<file path="config.mk">
export PLATFORM = sky130hd
export DESIGN_NAME = vector_dac_streamer
export DESIGN_NICKNAME = d
export VERILOG_FILES = /design/src/rtl/vector_dac_streamer.sv
export SDC_FILE = /design/constraint.sdc
export NUM_CORES = 1
export LEC_CHECK = 0
export CAP_MARGIN = 40
export CORE_MARGIN = 2
export CORE_UTILIZATION = 56
export DETAILED_ROUTE_END_ITERATION = 12
export GPL_TIMING_DRIVEN = 0
export PLACE_DENSITY = 0.85
export SETUP_SLACK_MARGIN = 0.1
export SYNTH_ARGS = -nofsm -noshare
export SYNTH_HDL_FRONTEND = slang
export SYNTH_SLANG_ARGS = --single-unit
export TNS_END_PERCENT = 50
</file>
<file path="constraint.sdc">
create_clock -name clk -period 3.04 [get_ports clk]
set_input_delay 0.304 -clock clk [delete_from_list [all_inputs] [get_ports clk]]
set_output_delay 0.304 -clock clk [all_outputs]
set_load 0.05 [all_outputs]
</file>
<file path="src/rtl/vector_dac_streamer.sv">
`timescale 1ns/1ps
// vector_dac_streamer: FIFO-buffered X/Y point player for a dual-channel
// MCP4922-class SPI DAC; both channels are latched together by an LDAC pulse.
module vector_dac_streamer #(
  parameter int unsigned BITS    = 12,
  parameter int unsigned DEPTH   = 16,
  parameter int unsigned CLK_DIV = 4,
  parameter int unsigned HOLD    = 0
) (
  input  logic                     clk,
  input  logic                     reset,
  input  logic [BITS-1:0]          in_x,
  input  logic [BITS-1:0]          in_y,
  input  logic                     in_valid,
  output logic                     in_ready,
  output logic [$clog2(DEPTH):0]   level,
  output logic                     busy,
  output logic                     underflow,
  output logic                     cs_pin,
  output logic                     clk_pin,
  output logic                     data_pin,
  output logic                     ldac_pin
);

  localparam int unsigned AW   = $clog2(DEPTH);
  localparam int unsigned LW   = AW + 1;
  localparam int unsigned CMAX = (HOLD > CLK_DIV) ? HOLD : CLK_DIV;
  localparam int unsigned CW   = (CMAX > 1) ? $clog2(CMAX) : 1;
  localparam logic [CW-1:0] DIV_LAST  = CW'(CLK_DIV - 1);
  localparam logic [CW-1:0] HOLD_LAST = CW'((HOLD > 0) ? HOLD - 1 : 0);

  typedef enum logic [2:0] {
    S_IDLE, S_LOAD_X, S_LOAD_Y, S_SHIFT, S_GAP, S_LDAC, S_DWELL, S_END
  } state_t;

  // Command word: channel, BUF=0, GA_n=1, SHDN_n=1, left-justified sample.
  function automatic logic [15:0] mk_frame(input logic ch, input logic [BITS-1:0] s);
    logic [11:0] v;
    v = 12'(s) << (12 - BITS);
    return {ch, 3'b011, v};
  endfunction

  // ---------------------------------------------------------------- FIFO
  logic [BITS-1:0] mem_x [DEPTH];
  logic [BITS-1:0] mem_y [DEPTH];
  logic [AW-1:0]   wr_ptr, rd_ptr;
  logic            full, empty, push, pop;
  logic [BITS-1:0] rd_x, rd_y;

  assign full     = (level == LW'(DEPTH));
  assign empty    = (level == '0);
  assign in_ready = !full;
  assign push     = in_valid && in_ready;
  assign rd_x     = mem_x[rd_ptr];
  assign rd_y     = mem_y[rd_ptr];

  always_ff @(posedge clk) begin
    if (push) begin
      mem_x[wr_ptr] <= in_x;
      mem_y[wr_ptr] <= in_y;
    end
  end

  always_ff @(posedge clk or negedge reset) begin
    if (!reset) begin
      wr_ptr <= '0;
      rd_ptr <= '0;
      level  <= '0;
    end else begin
      if (push) wr_ptr <= wr_ptr + AW'(1);
      if (pop)  rd_ptr <= rd_ptr + AW'(1);
      case ({push, pop})
        2'b10:   level <= level + LW'(1);
        2'b01:   level <= level - LW'(1);
        default: level <= level;
      endcase
    end
  end

  // ---------------------------------------------------------- serializer
  state_t          state, state_n;
  logic [CW-1:0]   cnt, cnt_n;
  logic [3:0]      bit_cnt, bit_n;
  logic            sclk, sclk_n;
  logic            chan_y, chan_n;
  logic [15:0]     sr, sr_n;
  logic [BITS-1:0] y_lat, y_n;
  logic            frame_on;
  logic            cs_n, clk_n, data_n, ldac_n;

  always_comb begin
    state_n = state;
    cnt_n   = cnt;
    bit_n   = bit_cnt;
    sclk_n  = sclk;
    chan_n  = chan_y;
    sr_n    = sr;
    y_n     = y_lat;
    pop     = 1'b0;
    unique case (state)
      S_IDLE: begin
        if (!empty) begin
          pop     = 1'b1;
          y_n     = rd_y;
          sr_n    = mk_frame(1'b0, rd_x);
          chan_n  = 1'b0;
          state_n = S_LOAD_X;
        end
      end
      S_LOAD_X, S_LOAD_Y: begin
        cnt_n   = '0;
        bit_n   = 4'd15;
        sclk_n  = 1'b0;
        state_n = S_SHIFT;
      end
      S_SHIFT: begin
        if (cnt == DIV_LAST) begin
          cnt_n = '0;
          if (!sclk) begin
            sclk_n = 1'b1;
          end else begin
            // Falling edge: next bit goes out while the clock is low.
            sclk_n = 1'b0;
            if (bit_cnt == 4'd0) begin
              state_n = S_GAP;
            end else begin
              bit_n = bit_cnt - 4'd1;
              sr_n  = {sr[14:0], 1'b0};
            end
          end
        end else begin
          cnt_n = cnt + CW'(1);
        end
      end
      S_GAP: begin
        if (cnt == DIV_LAST) begin
          cnt_n = '0;
          if (chan_y) begin
            state_n = S_LDAC;
          end else begin
            chan_n  = 1'b1;
            sr_n    = mk_frame(1'b1, y_lat);
            state_n = S_LOAD_Y;
          end
        end else begin
          cnt_n = cnt + CW'(1);
        end
      end
      S_LDAC: begin
        if (cnt == DIV_LAST) begin
          cnt_n   = '0;
          state_n = (HOLD > 0) ? S_DWELL : S_END;
        end else begin
          cnt_n = cnt + CW'(1);
        end
      end
      S_DWELL: begin
        if (cnt == HOLD_LAST) begin
          cnt_n   = '0;
          state_n = S_END;
        end else begin
          cnt_n = cnt + CW'(1);
        end
      end
      S_END:   state_n = S_IDLE;
      default: state_n = S_IDLE;
    endcase

    // Pins are registered from the next state so they track it glitch-free.
    frame_on = (state_n == S_LOAD_X) || (state_n == S_LOAD_Y) || (state_n == S_SHIFT);
    cs_n     = !frame_on;
    clk_n    = (state_n == S_SHIFT) && sclk_n;
    data_n   = frame_on ? sr_n[15] : 1'b0;
    ldac_n   = (state_n != S_LDAC);
  end

  always_ff @(posedge clk or negedge reset) begin
    if (!reset) begin
      state    <= S_IDLE;
      cnt      <= '0;
      bit_cnt  <= '0;
      sclk     <= 1'b0;
      chan_y   <= 1'b0;
      sr       <= '0;
      y_lat    <= '0;
      cs_pin   <= 1'b1;
      clk_pin  <= 1'b0;
      data_pin <= 1'b0;
      ldac_pin <= 1'b1;
    end else begin
      state    <= state_n;
      cnt      <= cnt_n;
      bit_cnt  <= bit_n;
      sclk     <= sclk_n;
      chan_y   <= chan_n;
      sr       <= sr_n;
      y_lat    <= y_n;
      cs_pin   <= cs_n;
      clk_pin  <= clk_n;
      data_pin <= data_n;
      ldac_pin <= ldac_n;
    end
  end

  assign busy      = (state != S_IDLE);
  assign underflow = (state == S_END) && empty;

endmodule
</file>
Word level (Yosys, flattened, before mapping)
Memories as Yosys holds them, arrays and structs flattened. A register that Yosys moved wholly into a read port is not among the register bits.
Index checks and enable logic that the tools add are counted.
{"block": "totals", "register_bits": 44, "ram_bits": 384, "out_inout_bits": 12, "wordCells": 103, "n_memories": 2}
{"block": "classes", "add_sub_neg": 6, "eq_ne": 21, "n_mux": 35, "n_bitwise": 1, "reduce_logical": 24}
{"name": "mem_x", "words": 16, "word_bits": 12, "read_ports": 1, "rd_clocked_by_memory_dff": 0, "wr": 1, "line_no": "44", "source": "logic [BITS-1:0] mem_x [DEPTH];"}
{"name": "mem_y", "words": 16, "word_bits": 12, "read_ports": 1, "rd_clocked_by_memory_dff": 1, "wr": 1, "line_no": "45", "source": "logic [BITS-1:0] mem_y [DEPTH];"}
{"operator": "two-way mux 16 bit", "count": 6}
{"operator": "case mux 16 bit (3 select lines)", "count": 1}
{"operator": "two-way mux 3 bit", "count": 8}
{"operator": "case mux 3 bit (7 select lines)", "count": 1}
{"operator": "equality test 3 x 2 -> 1 bit (second input constant)", "count": 4}
{"operator": "equality test 3 bit (second input constant)", "count": 4}
{"operator": "two-way mux 4 bit", "count": 3}
{"operator": "!= test 2 bit (second input constant)", "count": 6}
{"operator": "case mux 5 bit (2 select lines)", "count": 1}
{"operator": "two-way mux 1 bit", "count": 9}
{"operator": "nonzero test 3 bit", "count": 3}
{"operator": "adder 4 x 1 -> 4 bit (second input constant)", "count": 2}
{"operator": "case mux 4 bit (2 select lines)", "count": 1}
{"operator": "AND reduction 7 bit", "count": 1}
{"operator": "equality test 3 x 1 -> 1 bit (second input constant)", "count": 2}
{"operator": "case mux 2 bit (3 select lines)", "count": 1}
{"operator": "nonzero test 2 bit", "count": 3}
{"operator": "adder 5 x 1 -> 5 bit (second input constant)", "count": 1}
{"operator": "equality test 5 bit (second input constant)", "count": 1}
{"operator": "logical NOT 5 bit", "count": 1}
{"operator": "subtractor 5 x 1 -> 5 bit (second input constant)", "count": 1}
{"operator": "equality test 2 bit (second input constant)", "count": 2}
{"operator": "logical NOT 4 bit", "count": 1}
{"operator": "two-way mux 2 bit", "count": 2}
{"operator": "16 further kinds", "count": 22}

Logic depth before layout (Yosys ltp)
Gate-level depths: netlist of the first run.
{"block": "logic_depth", "depth_word": 9, "mapped_depth": 13, "depth_no_buf": 12}

Least setup slack after synthesis of the first run
Ideal clock, no wire load.
{"block": "synth_path", "path_kind": "reg-to-reg", "start": "register level[1]", "end": "memory mem_x[3][0], enable pin", "t_arrival_ps": 3535, "required_ps": 2605, "slack_ps": -931, "stages_incl_launch_ff": 7, "n_path_buf": 1, "period_less_slack_ps": 3971, "cell_sequence": "dfrtp_1 nor4_1 nand2_1 and2_1 clkbuf_1 nand2_1 nor3_1"}
{"block": "synth_via", "elab_chain_cells": 5}
{"item": "from (decl)", "line_no": "16", "source": "output logic [$clog2(DEPTH):0] level,"}
{"item": "from (signal assigned)", "line_no": "73", "source": "2'b10: level <= level + LW'(1);"}
{"item": "from (signal assigned)", "line_no": "74", "source": "2'b01: level <= level - LW'(1);"}
{"item": "from (signal assigned)", "line_no": "75", "source": "default: level <= level;"}
{"item": "equality test 5 bit", "line_no": "50", "source": "assign full = (level == LW'(DEPTH));"}
{"item": "logical NOT 1 bit", "line_no": "52", "source": "assign in_ready = !full;"}
{"item": "via in_ready", "line_no": "15", "source": "output logic in_ready,"}
{"item": "logical AND 1 bit", "line_no": "53", "source": "assign push = in_valid && in_ready;"}
{"item": "two-way mux 1 bit", "line_no": "58", "source": "if (push) begin"}
{"item": "two-way mux 1 bit (implied by the code)", "line_no": "59", "source": "mem_x[wr_ptr] <= in_x;"}
{"item": "to (decl)", "line_no": "44"}
The timed path passes the listed nets, and every way through them passes these cells.

Worst setup path after layout of the first run
{"block": "layout_path", "start": "register state[2]", "end": "register level[4]"}
{"block": "layout_via", "elab_chain_cells": 4}
{"item": "from (decl)", "line_no": "81", "source": "state_t state, state_n;"}
{"item": "from (signal assigned)", "line_no": "191", "source": "state <= state_n;"}
{"item": "logical NOT 3 bit *", "line_no": "100", "source": "unique case (state)"}
{"item": "two-way mux 1 bit *", "line_no": "100"}
{"item": "via pop", "line_no": "47", "source": "logic full, empty, push, pop;"}
{"item": "equality test 2 x 1 -> 1 bit / equality test 2 bit (equally long branches)", "line_no": "72", "source": "case ({push, pop})"}
{"item": "case mux 5 bit (2 select lines) / nonzero test 2 bit (equally long branches)"}
Mark *: on every way through the listed nets, which the timed path passes. The rest lies on a longest branch.
A chain may end at the register's enable or synchronous reset.

==> impl_metrics.ini, run 1 <==
[global_routing]
antenna_found_initial = 0
grt_max_degree = 35
grt_pass1_vias = 9576
grt_pass1_wl_microns = 58660
grt-ovfl-total = 0
grtUsageTotal = 0.2428

[synth]
syn_area_per_cell_sq_um = 19.05
yosys_warnings = 0
synth.distinct_cells = 55
syn_inst = 910
yosysSeqAreaShare = 0.7460
ys_ff_latch = 440
async_reset_ff_frac = 0.1273
syn-cell-area_sq_um = 17340
synthesis.nets = 951
synth_ff_type = edfxtp_1
synth_edf_count = 384

[clocking]
cts_buffers = 43
tritoncts = done
root_buffer = clkbuf_16
clock_latency_ps = 550
cts.clk_slew.worst_paths_ps = 60
clock-sinks = 440
cts_max_path_buffers = 3
h-tree-depth = 2

[floorplanning]
dieArea_sq_um = 32380
ioPinCount = 39
die_h_microns = 180.0
initial_core_util = 0.5683
fp-row-count = 64
die_x_microns = 180.0
core_area_sq_um = 30510

[placed_design]
dp_cells = 1364
gp_congestion = 0.8374
place_ws_ps = 205.6
io_buffers = 38
hpwl_microns = 24130

[final_layout]
antenna_cells = 0
fin_util = 0.6668
syn_to_final_growth_pct = 17.34
fin_cells = 1452
nNetsFinal = 1062
fillers = 1790
drive_above_1_share = 0.2244

[routing]
dr.pass1.iters = 5
antenna_left = 0
wire_per_inst_microns = 26.97
vias = 9445
viasPerCell = 6.505
route.detailed.drc = 0
drt_wl_total_microns = 39170
drtIter0Drc = 1114

[critical_path]
worstPathRequired_ps = 3460
cp.arrival_ps = 3250
rr_endpoint = level[4]
r2r_cells = 13
crit_fanout = 10
cp-startpoint = state[2]
cp_top_family = simple AND/OR/NAND/NOR gates
cpMaxStageDelayCell = or3_4
critical_path_class = reg -> reg
crit_buf_inv = 4
ff2ff_setup_slack_ps = 210
cp_num_cells = 13
start_kind = flip-flop
path_cells = buf_6 -> or3_4 -> a21o_4 -> inv_4 -> buf_12 -> ha_4 -> inv_2 -> fa_2 -> nor2b_1 -> o21ai_1 -> nand3_1 -> or3b_4 -> xnor2_1
r2r_start = state[2]
critPathMaxStageDelay_ps = 400
cp-end-kind = flip-flop

[power_and_ir_drop]
power_per_cell_area_nw_per_um2 = 755.3
irDropWorstVdd_uv = 535.6
p_leak_uw = 0.006787
power_uw = 15370

[timing]
slew_headroom = 0.4128
worst_pin_slew_ps = 878.0
finalCriticalPeriod_ps = 2828
fmax_mhz = 353.7
rsz0062_at_grt = true
fin_skew_ps = 10.54
setup_tns_ps = 0
fin_crit_sh = 0.9301
final-setup-viol-count = 0
worst_slack_ps = 212.4
slew_viol_final = 0
hold_violations = 0

[hold_path]
hold_class = in -> async

[job]
drv_cap = 0

[status]
outcome = finished, final reports clean
repair_timing:
item                                    in CTS  in global routing
buffers inserted                             0                  5
hold buffers                                 1                  0
endpoints found under the setup margin       0                  2
resized for setup                            0                  2
hold endpoints to repair                    20                  0
power breakdown:
group	internal [uW]	switching, uW
Clock	3060	2200
Sequential	7340	331
Combinational	888	1550
cells by family after synthesis:
family	count (synthesis)	share of synthesized area
AO/OA/AOI/OAI	120	0.04929
XOR/XNOR	10	0.005052
adder cells (fa/ha/maj)	14	0.01054
buffers and inverters	72	0.02050
flip-flops	440	0.7460
multiplexers	149	0.1388
AND/OR/NAND/NOR	105	0.02973
worst register-to-register path: stages (launching register included):
cell,delay (ps)
dfrtp_1,380
buf_6,140
or3_4,400
a21o_4,230
inv_4,90
buf_12,140
ha_4,150
inv_2,50
fa_2,360
nor2b_1,110
o21ai_1,80
nand3_1,80
or3b_4,370
xnor2_1,120
area by class of cell:
cell class | count | area, sq um | area share
flip-flops and latches | 440 | 12940 | 0.6360
multi-input cells | 398 | 4225 | 0.2077
clock buffers | 55 | 1162 | 0.05713
repair buffers | 66 | 913.4 | 0.04490
well taps | 396 | 495.5 | 0.02435
plain buffers | 55 | 304.0 | 0.01494
clock inverters | 25 | 237.7 | 0.01169
inverters | 17 | 66.31 | 0.003260
flip-flops by register name, summed over array words and instances, names as in the netlist:
register,flops
level,5
clk_pin,1
sr,16
y_lat,12
chan_y,1
state,3
bit_cnt,4
ldac_pin,1
rd_ptr,4
cnt,2
data_pin,1
cs_pin,1
sclk,1
wr_ptr,4
mem_y,192
mem_x,192
metrics by stage:
step                instance area [sq um]  hold WS (ps)
floorplan                           17420         8.409
global route                        20340         346.5
finish                              20340         295.9
detailed placement                  18860         327.5
global placement                    18290         465.3
CTS                                 20270         302.6
worst max path at each step:
stage                         to  slack [ps]
floorplan               level[4]         140
global placement    mem_y[11][7]        -760
detailed placement      level[4]         210
CTS                    underflow         110
global route            level[4]          60
finish                  level[4]         210
Yosys cell counts, types with 4 or more instances:
master    count  share of area
a22oi_1      22         0.0095
mux2i_1      74          0.043
nor2b_1       4         0.0014
nand3_1       4         0.0012
o21ai_0      25         0.0072
nor2_1       24         0.0052
o211ai_1     22         0.0095
nor3_1       11         0.0032
buf_4         5         0.0022
nand2b_1      4         0.0014
o221ai_1     11         0.0056
edfxtp_1    384           0.67
mux4_2       73          0.095
a222oi_1     11         0.0064
a21oi_1      14         0.0040
buf_2        24         0.0069
nand2_1      41         0.0089
dfrtp_1      54          0.078
xnor2_1       8         0.0040
clkbuf_1     20         0.0043
ha_1         13         0.0094
inv_1        16         0.0035
cell usage in the layout, fill, tap and decap left out, drive strengths merged, types with 2 or more instances in the layout:
master / count
a221oi: 2
edfxtp: 384
nand2: 42
a21oi: 14
clkinv: 19
xor2: 2
and2: 3
o22ai: 2
mux2i: 74
nand3: 4
nor2: 25
clkbuf: 75
a31oi: 3
bufinv: 4
dfrtp: 54
inv: 18
mux2: 2
a222oi: 11
nor2b: 4
o221ai: 11
nor3: 12
ha: 13
mux4: 73
buf: 63
a21o: 3
nor4: 2
o211ai: 22
xnor2: 8
nand4: 2
a22oi: 22
dfstp: 2
nand2b: 4
o21ai: 25
clkdlybuf4s50: 36
per-layer routing:
metal / track usage / wire [microns] / share of wire
met1: 0.3218 / 14630 / 0.37
met5: 0 / 0 / 0
met2: 0.3959 / 19160 / 0.49
met4: 0.1089 / 1795 / 0.046
met3: 0.04720 / 3582 / 0.091
Note: power is estimated with default switching activity, not from simulation.
==> run 2, diff against run 1 <==
--- a/config.mk
+++ b/config.mk
@@ -5,12 +5,14 @@
 export SDC_FILE = /design/constraint.sdc
 export NUM_CORES = 1
 export LEC_CHECK = 0
+export ABC_CLOCK_PERIOD_IN_PS = 3040
 export CAP_MARGIN = 40
 export CORE_MARGIN = 2
 export CORE_UTILIZATION = 56
 export DETAILED_ROUTE_END_ITERATION = 12
-export GPL_TIMING_DRIVEN = 0
+export GPL_TIMING_DRIVEN = 1
 export PLACE_DENSITY = 0.85
+export REMOVE_ABC_BUFFERS = 1
 export SETUP_SLACK_MARGIN = 0.1
 export SYNTH_ARGS = -nofsm -noshare
 export SYNTH_HDL_FRONTEND = slang
==> run 2 against run 1 <==
- die area is the same
- final cell count shrank 1.9%
- non-clock buffer count fell by 27
- clock power is 1% lower
- highest routed layer unchanged
==> impl_metrics.ini, run 2 (same netlist as run 1, synthesis figures left out) <==
[global_routing]
grt-ovfl-total = 0
grt_max_degree = 41
antenna_found_initial = 0
grtUsageTotal = 0.2376
grt_pass1_wl_microns = 58000
grt_pass1_vias = 9720

[critical_path]
ff2ff_setup_slack_ps = 180
path_cells = nor4_4 -> nand2_1 -> and2_1 -> inv_1 -> ha_2 -> inv_1 -> fa_1 -> nor2b_1 -> o21ai_0 -> nand3_1 -> or3b_2 -> xnor2_2
cpMostUsedCell = inv_1
cp-end-kind = flip-flop
crit_fanout = 4
r2r_start = level[1]
cpMaxStageDelayCell = or3b_2
start_kind = flip-flop
cp.arrival_ps = 3270
worstPathRequired_ps = 3450
crit_buf_inv = 2
rr_endpoint = level[4]
r2r_cells = 12
critical_path_class = reg -> reg
cp_top_family = simple AND/OR/NAND/NOR gates
critPathMaxStageDelay_ps = 480

[timing]
setup_tns_ps = 0
finalCriticalPeriod_ps = 2859
slew_viol_final = 0
fin_skew_ps = 23.60
rsz0062_at_grt = true
worst_pin_slew_ps = 759.9
worst_slack_ps = 181.2
fmax_mhz = 349.8
hold_violations = 0
final-setup-viol-count = 0
fin_crit_sh = 0.9404
slew_headroom = 0.4934

[placed_design]
io_buffers = 38
place_area_sq_um = 18590
gp_congestion = 0.8225
dp_cells = 1344
place_ws_ps = 48.50
hpwl_microns = 21980

[floorplanning]
fp-row-count = 64
initial_core_util = 0.5683
core_area_sq_um = 30510
die_h_microns = 180.0
dieArea_sq_um = 32380
ioPinCount = 39
die_x_microns = 180.0

[hold_path]
hold_class = in -> async

[clocking]
root_buffer = clkbuf_16
clock_latency_ps = 550
cts_max_path_buffers = 3
clock-sinks = 440
cts_buffers = 43
tritoncts = done
h-tree-depth = 2
cts.clk_slew.worst_paths_ps = 60

[final_layout]
drive_above_1_share = 0.2208
top_regs = mem_x (192), mem_y (192), sr (16)
layout_common_cells = 384 x edfxtp_1, 74 x mux2i_1, 73 x mux4_2
layout_commonest_cell = edfxtp_1
final_area_sq_um = 20020
fin_cells = 1424
syn_to_final_growth_pct = 15.48
nNetsFinal = 1035
antenna_cells = 0

[routing]
route.detailed.drc = 0
vias = 9147
dr.pass1.iters = 6
drtIter0Drc = 1214
wire_per_inst_microns = 26.32
viasPerCell = 6.423
drt_wl_total_microns = 37480
antenna_left = 0

[power_and_ir_drop]
p_leak_uw = 0.006657
power_per_cell_area_nw_per_um2 = 757.0
irDropWorstVdd_uv = 575.0
power_uw = 15160

[status]
outcome = finished, final reports clean

[job]
drv_cap = 0
-- run 2: cell types whose count changed in the layout (fill, tap and decap cells not counted), sizes merged --
cell      previous run  this run
clkinv              19         9
clkbuf              75        67
buf                 63        56
bufinv               4         3
clkinvlp             1         0
inv                 18        17
-- run 2: power by group --
group / switching, uW / internal [uW]
sequential: 367 / 7330
combinational: 1440 / 818
clock: 2130 / 3060
total: 3940 / 11200
-- run 2: per-stage QoR --
stage / hold slack (ps) / utilization
finish: 205.2 / 0.6563
global route: 237.5 / 0.6563
CTS: 199.1 / 0.6555
detailed placement: 249.1 / 0.6093
global placement: 242.0 / 0.6093
floorplan: 8.409 / -
-- run 2: cell type report --
cell class	instances	area [sq um]
timing repair buffer	94	950.9
multi-input combinational	398	4170
clock buffer	67	1236
tap	396	495.5
inverter	17	66.31
sequential	440	12940
clock inverter	12	158.9
fill	1889	10490
-- run 2: worst max-delay path by stage --
stage | startpoint | end | slack (ps) | depth (start not counted)
final | level[1] | level[4] | 180 | 12
after global routing | level[1] | level[4] | -10 | 12
after CTS | level[1] | underflow | 60 | 4
after detailed placement | level[3] | level[4] | 50 | 12
after global placement | level[3] | level[4] | 140 | 12
after floorplan | rd_ptr[2] | y_lat[10] | -1590 | 5
-- run 2: routing by layer --
layer / global-route usage / vias to the layer above / wire length, microns
met1: 0.3170 / 4671 / 14130
li1: - / 3871 / -
met4: 0.09171 / 0 / 1275
met5: 0 / - / 0
met3: 0.03707 / 92 / 3120
met2: 0.3992 / 513 / 18960
-- run 2: worst register-to-register path, cell delays in order (launching register included) --
cell and delay [ps]:
dfrtp_1 400, nor4_4 330, nand2_1 110, and2_1 190, inv_1 60, ha_2 210, inv_1 80, fa_1 410
nor2b_1 110, o21ai_0 100, nand3_1 90, or3b_2 480, xnor2_2 150
-- run 2: timing repair --
item                       CTS  global route
hold buffers                 1             0
setup endpoints to repair    2             2
gates resized for setup      1             5
hold endpoints to repair    16             0
buffers inserted             0             0
